### src/rtl/jtag_dbg_pkg.sv
// Shared encodings for the JTAG debug bridge: command ops, FSM states,
// dbg_status bit positions and the IR-select constants.
package jtag_dbg_pkg;

  typedef enum logic [1:0] {
    OP_SETADDR = 2'b00,
    OP_READ    = 2'b01,
    OP_ARMWR   = 2'b10,
    OP_BAD     = 2'b11
  } dbg_op_e;

  typedef enum logic [1:0] {
    ST_IDLE     = 2'b00,
    ST_WR_ARMED = 2'b01,
    ST_RD_BUS   = 2'b10,
    ST_WR_BUS   = 2'b11
  } dbg_state_e;

  localparam int unsigned STAT_BUSY        = 7;
  localparam int unsigned STAT_WR_ARMED    = 6;
  localparam int unsigned STAT_ERR_TIMEOUT = 5;
  localparam int unsigned STAT_ERR_OVERRUN = 4;
  localparam int unsigned STAT_ERR_BADOP   = 3;

  localparam logic DBG_SEL_CMD  = 1'b0;
  localparam logic DBG_SEL_DATA = 1'b1;

  localparam logic [3:0] BUS_WEN_ALL = 4'hF;

endpackage

### src/rtl/jtag_dbg_bridge.sv
// Converts JTAG debug-register updates into single-word bus reads/writes.
// Build option JTAG_DBG_AUTOINC_EN: post-access address increment and streaming writes.
module jtag_dbg_bridge
  import jtag_dbg_pkg::*;
#(
  parameter int unsigned TIMEOUT_CYCLES = 255
) (
  input  logic        clk,
  input  logic        rstn,
  input  logic [31:0] dbg_word,
  input  logic        dbg_sel,
  input  logic        dbg_strobe,
  output logic [31:0] bus_addr,
  output logic [31:0] bus_wdata,
  output logic [3:0]  bus_wen,
  output logic        bus_ren,
  input  logic [31:0] bus_rdata,
  input  logic        bus_ready,
  output logic [31:0] dbg_rdata,
  output logic [7:0]  dbg_status
);

`ifdef JTAG_DBG_AUTOINC_EN
  localparam bit AUTOINC = 1'b1;
`else
  localparam bit AUTOINC = 1'b0;
`endif

  localparam logic [7:0] TIMEOUT_LAST = 8'(TIMEOUT_CYCLES - 1);

  dbg_state_e  r_state;
  dbg_state_e  w_next_state;

  logic        r_strobe;
  logic        r_sel;
  logic [31:0] r_word;
  logic [29:0] r_addr_w;
  logic [31:0] r_wdata;
  logic [31:0] r_rdata;
  logic [7:0]  r_cnt;
  logic        r_err_timeout;
  logic        r_err_overrun;
  logic        r_err_badop;

  dbg_op_e     w_op;
  logic        w_cmd;
  logic        w_data;
  logic        w_busy;
  logic        w_accept_cmd;
  logic        w_wr_launch;
  logic        w_done;
  logic        w_timeout;

  assign w_op         = dbg_op_e'(r_word[1:0]);
  assign w_cmd        = r_strobe && (r_sel == DBG_SEL_CMD);
  assign w_data       = r_strobe && (r_sel == DBG_SEL_DATA);
  assign w_busy       = (r_state == ST_RD_BUS) || (r_state == ST_WR_BUS);
  assign w_accept_cmd = w_cmd && !w_busy;
  assign w_wr_launch  = w_data && (r_state == ST_WR_ARMED);
  assign w_done       = w_busy && bus_ready;
  // The counter holds request cycles already spent, so the last allowed one is T-1.
  assign w_timeout    = w_busy && !bus_ready && (r_cnt == TIMEOUT_LAST);

  // State register
  always_ff @(posedge clk) begin
    // NOTE: non-blocking assignments so every flop samples pre-edge values.
    if (!rstn) r_state <= ST_IDLE;
    else       r_state <= w_next_state;
  end

  // Next-state logic
  always_comb begin
    // NOTE: default assigned first so no path leaves it unassigned (no latch).
    w_next_state = r_state;
    case (r_state)
      ST_IDLE, ST_WR_ARMED: begin
        if (w_cmd) begin
          case (w_op)
            OP_READ:  w_next_state = ST_RD_BUS;
            OP_ARMWR: w_next_state = ST_WR_ARMED;
            default:  w_next_state = ST_IDLE;
          endcase
        end else if (w_wr_launch) begin
          w_next_state = ST_WR_BUS;
        end
      end
      ST_RD_BUS: begin
        if (bus_ready || w_timeout) w_next_state = ST_IDLE;
      end
      ST_WR_BUS: begin
        if (bus_ready)      w_next_state = AUTOINC ? ST_WR_ARMED : ST_IDLE;
        else if (w_timeout) w_next_state = ST_IDLE;
      end
      default: w_next_state = ST_IDLE;
    endcase
  end

  // Output logic
  always_comb begin
    bus_ren    = (r_state == ST_RD_BUS);
    bus_wen    = (r_state == ST_WR_BUS) ? BUS_WEN_ALL : 4'h0;
    dbg_status = 8'h00;
    dbg_status[STAT_BUSY]        = w_busy;
    dbg_status[STAT_WR_ARMED]    = (r_state == ST_WR_ARMED);
    dbg_status[STAT_ERR_TIMEOUT] = r_err_timeout;
    dbg_status[STAT_ERR_OVERRUN] = r_err_overrun;
    dbg_status[STAT_ERR_BADOP]   = r_err_badop;
  end

  assign bus_addr  = {r_addr_w, 2'b00};
  assign bus_wdata = r_wdata;
  assign dbg_rdata = r_rdata;

  // Datapath: update capture, address, data, timeout counter and sticky errors
  always_ff @(posedge clk) begin
    if (!rstn) begin
      r_strobe      <= 1'b0;
      r_sel         <= 1'b0;
      r_word        <= '0;
      r_addr_w      <= '0;
      r_wdata       <= '0;
      r_rdata       <= '0;
      r_cnt         <= '0;
      r_err_timeout <= 1'b0;
      r_err_overrun <= 1'b0;
      r_err_badop   <= 1'b0;
    end else begin
      r_strobe <= dbg_strobe;
      r_sel    <= dbg_sel;
      r_word   <= dbg_word;

      r_cnt <= (w_busy && !bus_ready) ? r_cnt + 8'd1 : 8'd0;

      if (w_accept_cmd && (w_op != OP_BAD)) r_addr_w <= r_word[31:2];
      else if (w_done && AUTOINC)           r_addr_w <= r_addr_w + 30'd1;

      if (w_wr_launch) r_wdata <= r_word;

      if ((r_state == ST_RD_BUS) && bus_ready) r_rdata <= bus_rdata;

      if (w_accept_cmd && (w_op == OP_SETADDR)) begin
        r_err_timeout <= 1'b0;
        r_err_overrun <= 1'b0;
        r_err_badop   <= 1'b0;
      end else begin
        if (w_timeout)          r_err_timeout <= 1'b1;
        if (w_busy && r_strobe) r_err_overrun <= 1'b1;
        if ((w_accept_cmd && (w_op == OP_BAD)) || (w_data && (r_state == ST_IDLE)))
          r_err_badop <= 1'b1;
      end
    end
  end

endmodule
### config.mk
export PLATFORM = sky130hd
export DESIGN_NAME = jtag_dbg_bridge
export DESIGN_NICKNAME = d
export VERILOG_FILES = /design/src/rtl/jtag_dbg_pkg.sv /design/src/rtl/jtag_dbg_bridge.sv
export SDC_FILE = /design/constraint.sdc
export NUM_CORES = 1
export LEC_CHECK = 0
export BUFFER_PORTS_ARGS = -buffer_cell sky130_fd_sc_hd__buf_2
export CAP_MARGIN = 0
export CORE_UTILIZATION = 40
export CTS_CLUSTER_SIZE = 25
export DETAILED_ROUTE_END_ITERATION = 8
export PLACE_DENSITY = 0.73
export SLEW_MARGIN = 20
export SYNTH_ARGS = -nofsm -noshare
export SYNTH_HDL_FRONTEND = slang
export SYNTH_SLANG_ARGS = --single-unit
### constraint.sdc
create_clock -name clk -period 1.7 [get_ports clk]
set_input_delay 0.17 -clock clk [delete_from_list [all_inputs] [get_ports clk]]
set_output_delay 0.17 -clock clk [all_outputs]
set_load 0.005 [all_outputs]
==> Yosys cells after proc, flatten, opt, wreduce, memory -nomap -nowiden <==
Cells that the tools add are included.
{ "op_classes": {"addsub": 1, "eq_ne": 11, "n_mux": 8, "n_bitwise": 2, "reduce_logical": 23} }
{ "op_table": {"columns": ["op", "count"], "rows": [
  ["1-bit logical AND", 12],
  ["2-bit 2-to-1 mux", 5],
  ["8-bit by 1-bit adder with 8-bit output (second input constant)", 1],
  ["2-bit equality test (second input constant)", 4],
  ["8-bit equality test (second input constant)", 1],
  ["3-bit != test (second input constant)", 2],
  ["2-bit case mux with 3 select lines", 1],
  ["2-bit by 1-bit equality test with 1-bit output (second input constant)", 2],
  ["2-bit zero test", 2],
  ["4-bit 2-to-1 mux", 1],
  ["2-bit case mux with 2 select lines", 1],
  ["2-bit OR reduction", 2],
  ["1-bit logical OR", 3],
  ["3-bit AND reduction", 1],
  ["1-bit zero test", 2],
  ["2-bit by 1-bit != test with 1-bit output (second input constant)", 1],
  ["2-bit != test (second input constant)", 1],
  ["1-bit inverter", 2],
  ["2-bit AND reduction", 1]
]} }
{ "word_totals": {"reg_bits": 141, "inputBits": 69, "out_inout_bits": 109, "wordCells": 56} }

==> Logic depth before layout (Yosys ltp) <==
{ "depth": {"word_depth": 7, "ltp_mapped": 6, "depth_no_buf": 5} }

==> Least setup slack after synthesis <==
OpenSTA, ideal clock, no wires.
{ "synth_timing": {"kind": "flip-flop to flip-flop", "from": "register r_strobe", "to": "register r_err_badop", "setup_ns": 0.122, "t_arrival_ns": 1.158, "required_time_ns": 1.578, "path_slack_ns": 0.420, "path_stages_with_launch": 5, "n_path_buf": 1, "period_less_slack_ns": 1.280, "cell_sequence": "dfxtp_1 or3b_4 buf_6 o221ai_2 o21ai_1"} }
{ "synth_between": {"elab_chain_cells": 4, "word_cells_on_any_way": 8, "cone_classes": "reduce/logical (8)"} }
{ "synth_rtl": {"columns": ["element", "line", "source"], "rows": [
  ["from (decl)", "jtag_dbg_bridge.sv:34", "logic r_strobe;"],
  ["from (signal assigned)", "jtag_dbg_bridge.sv:128", "r_strobe <= dbg_strobe;"],
  ["1-bit logical AND", "jtag_dbg_bridge.sv:55", "assign w_cmd = r_strobe && (r_sel == DBG_SEL_CMD);"],
  ["1-bit logical AND", "jtag_dbg_bridge.sv:58", "assign w_accept_cmd = w_cmd && !w_busy;"],
  ["1-bit logical AND (on tied branches)", "jtag_dbg_bridge.sv:141, jtag_dbg_bridge.sv:148", null],
  ["2-bit OR reduction (no source line) or 1-bit logical OR (tied branches)", null, null],
  ["to (signal assigned)", "jtag_dbg_bridge.sv:126", "r_err_badop <= 1'b0;"],
  ["to (signal assigned)", "jtag_dbg_bridge.sv:144", "r_err_badop <= 1'b0;"],
  ["to (signal assigned)", "jtag_dbg_bridge.sv:149", "r_err_badop <= 1'b1;"],
  ["to (decl)", "jtag_dbg_bridge.sv:43", "logic r_err_badop;"]
]} }
Parallel ways exist; a longest one is shown, timed or not.
A chain may end at the register's enable or synchronous reset.

==> Final worst setup path <==
{ "layout_timing": {"from": "register r_strobe", "to": "register r_addr_w[0]"} }
{ "layout_between": {"elab_chain_cells": 3} }
{ "layout_rtl": {"columns": ["element", "line", "source"], "rows": [
  ["1-bit logical AND", "jtag_dbg_bridge.sv:55", null],
  ["1-bit logical AND", "jtag_dbg_bridge.sv:58", null],
  ["1-bit logical AND", "jtag_dbg_bridge.sv:134", "if (w_accept_cmd && (w_op != OP_BAD)) r_addr_w <= r_word[31:2];"],
  ["to (signal assigned)", "jtag_dbg_bridge.sv:134", null],
  ["to (signal assigned)", "jtag_dbg_bridge.sv:135", "else if (w_done && AUTOINC) r_addr_w <= r_addr_w + 30'd1;"],
  ["to (decl)", "jtag_dbg_bridge.sv:37", "logic [29:0] r_addr_w;"]
]} }
No other way between the ends.

==> flow_results.org <==
** Status
- The flow ran to the end, and the final reports show no timing, DRC or antenna violations.

** Cells and area
- Leaving out fill and tap cells, the most frequent cell in the layout is buf_2.
- Fraction of layout instances using a drive strength above 1 :: 0.2801
- Relative to the synthesized area, the layout overhead comes to 37.45%.
- The net count of the finished layout is 849.
- Most used cells in the layout excluding fill and tap cells :: 172 x buf_2, 141 x dfxtp_1, 133 x nand2_1

** Synth
- Post-synthesis cell area :: 5249 sq um
- Number of synthesized register bits :: 141
- The netlist uses 40 different library cells.
- Each instance of the synthesized netlist takes up on average 9.097 sq um.
- Synth warnings :: 0
- The share of the Yosys chip area taken by registers is 0.5378.
- Number of instances in the synthesized netlist :: 577

** Timing
- Maximum clock skew at final layout :: 0.005319 ns
- Adding up every negative setup slack in the final design gives 0 ns.
- Setup violations remaining at the end of the flow were counted as 0.
- After layout, the worst setup slack is 0.1138 ns.
- The count of final hold-check violations was 0.
- Of the available clock period, the critical path in the final layout requires 0.9331.
- The count of final max-slew check failures was 0.
- Highest clock rate :: 0.6304 GHz
- After layout, the minimum clock period comes to 1.586 ns.
- Setup repair after global routing left no endpoint under its margin.

** Route
- Number of DRC markers after the initial detailed-route iteration :: 245
- The count of nets left with antenna violations once routing finished came out at 0.
- The routed layout has about 4.6k vias.
- Average wire per standard cell :: 14.12 microns
- The pre-antenna-repair detailed-routing pass consisted of 4 iterations.
- Final Routed Wirelength :: 13590 microns
- For this run, design rule violations remaining after detail routing come to 0.
- Average via count per standard cell :: 4.802

** Hold path
- WHS Path Cells :: 3
- The tightest min-delay check is of the in -> reg type.

** Place
- Routability Congestion :: 0.7560
- Port-buffer cells :: 172
- Timing analysis after detailed placement gives a worst setup slack of 0.1213 ns.
- Detailed placement finished with a half-perimeter wire length of 9043 microns.

** Clock tree
- In this run the clock root is driven by a clkbuf_16.
- Buffers inserted during clock tree synthesis total 17.
- TritonCTS built the clock tree.
- In this run, post-CTS repair resized a total of 0 instances.
- The clock reaches the later pin of the worst-skew pair after 0.41 ns.
- After clock tree synthesis, the clock-pin slew on the worst setup and hold paths is approximately 0.060 ns.
- CTS H-tree depth :: 4
- The longest clock path from root to sink contains 2 buffers.
- The number of setup buffers added after CTS is 0.
- CTS saw about 140 sinks.

** Global route
- Entering global routing, the biggest net connects 54 pins.
- Wire length of the first global-routing pass :: 20970 microns
- Global Route Usage Sum :: 0.2021
- The total overflow left after global routing is 0.
- The number of global-route vias before repair came to 4517.
- The initial antenna violation count came to 1.

** Worst setup path
- R2r worst-path depth :: 4
- Along the worst path, the maximum fanout reaches 19.
- Crit path required time :: 2.00 ns
- Arrival time worst endpoint :: 1.88 ns
- Type of origin of the critical path :: flip-flop
- The worst setup path is captured at a flip-flop.
- The worst setup path is of the reg -> reg kind.

** Floorplanning
- Pin placement for this block handled 178 I/O pins.
- The initial utilization of the core area, before any placement, comes to 0.4126.
- DIE HEIGHT :: 116.6 microns
- DIE AREA :: around 14000 sq um
- Number of rows in the core area :: 41
- The floorplan step defined a core boundary enclosing 12720 sq um.
- Chip width :: between 100 and 150 microns

** Power
- For this design the ratio of total power to cell area is just over 1000 nW/um^2.
- IR analysis of the VDD net gives a maximum drop of 581.4 uV.
- Standby leakage power :: 3.080 nW

** Run
- Count of max-cap constraint violations :: 0
-- what timing repair did --
action                                 CTS  global route
setup endpoints to repair                0             0
hold buffers                            46             0
endpoints found under the hold margin   46             0
-- power breakdown --
| group | internal [mW] | leakage (nW) | total [mW] | switching [mW] |
|---|---|---|---|---|
| logic | 0.244 | 1.65 | 0.426 | 0.182 |
| clock network | 2.29 | 0.285 | 3.59 | 1.31 |
| registers | 3.38 | 1.15 | 3.44 | 0.0553 |
-- final timing paths --
kind	endpoint	slack (ns)	start
worst max-delay path	r_addr_w[0]	0.11	r_strobe
worst max register to register	r_addr_w[0]	0.11	r_strobe
worst min register to register	dbg_rdata[9]	0.45	dbg_rdata[9]
worst min-delay path	dbg_rdata[5]	0.01	bus_rdata[5]
-- critical path, stage by stage, from the launching register on --
cell and delay [ns]:
dfxtp_1 0.44, or3b_4 0.54, buf_4 0.24, o21ai_1 0.16
a21boi_1 0.09
-- through the flow --
| step | std cells | total power, mW | util | area, sq um | hold WS (ns) |
|---|---|---|---|---|---|
| finish | 962 | 7.458 | 0.5671 | 7214 | 0.01419 |
| global route | 962 | 7.743 | 0.5671 | 7214 | 0.01069 |
| CTS | 961 | 7.525 | 0.5669 | 7212 | 0.0002199 |
| detailed placement | 885 | 3.846 | 0.4854 | 6176 | 0.3781 |
| global placement | 885 | 3.833 | 0.4854 | 6176 | 0.3755 |
| floorplan | 581 | 3.697 | - | 5264 | 0.2973 |
-- kinds of logic after synthesis --
kind of cell               Yosys count  share of synthesized area
and+or+nand+nor                    228                     0.2033
AOI/OAI and AO/OA                  143                     0.1886
DFF                                141                     0.5378
buffers and inverters               59                    0.05983
xor gates and xnor gates             3                   0.005007
adders and majority gates            2                   0.004767
other                                1                  0.0007145
-- cell type report --
| cell class | instances | area [sq um] |
|---|---|---|
| antenna | 1 | 2.502 |
| clock buffer | 23 | 488.0 |
| clock inverter | 7 | 87.58 |
| fill | 1136 | 5508 |
| inverter | 3 | 11.26 |
| multi-input combinational | 381 | 2133 |
| sequential | 141 | 2823 |
| tap | 172 | 215.2 |
| timing repair buffer | 234 | 1454 |
-- synthesized netlist by cell type, drive strengths merged --
cell,count,share of area
buf,35,0.043
o211ai,1,0.0014
o21ai,35,0.033
a21o,1,0.0014
or3b,2,0.0038
o31ai,2,0.0038
and3b,1,0.0017
and4b,1,0.0019
nor3b,1,0.0024
dfxtp,141,0.54
and4bb,1,0.0024
conb,1,0.00071
clkbuf,21,0.015
nand2,133,0.095
inv,3,0.0021
nor4b,1,0.0017
a211o,1,0.0017
nand4,1,0.0012
nand3b,1,0.0014
nand2b,1,0.0012
o21ba,1,0.0019
a21oi,5,0.0048
nor2,6,0.0043
nand4b,1,0.0017
a21boi,95,0.14
a211oi,1,0.0014
or3,3,0.0036
o221ai,1,0.0029
nor2b,4,0.0048
nand3,35,0.033
and2,36,0.043
xor2,2,0.0033
xnor2,1,0.0017
ha,2,0.0048
-- routing by layer --
| layer | wire [microns] | GRT usage | up-vias | part of all wire |
|---|---|---|---|---|
| met5 | 0 | 0 | - | 0 |
| met4 | 221 | 0.08523 | 0 | 0.016 |
| met3 | 910 | 0.06487 | 22 | 0.067 |
| met2 | 6588 | 0.3550 | 151 | 0.48 |
| met1 | 5868 | 0.2246 | 2148 | 0.43 |
| li1 | - | - | 2299 | - |
-- state kept, by name, indices dropped and copies added (netlist names), 2 cells and up --
name / count
r_word: 32
r_state: 2
dbg_rdata: 32
r_cnt: 8
bus_wdata: 32
r_addr_w: 30
Note: power is estimated with default switching activity, not from simulation.
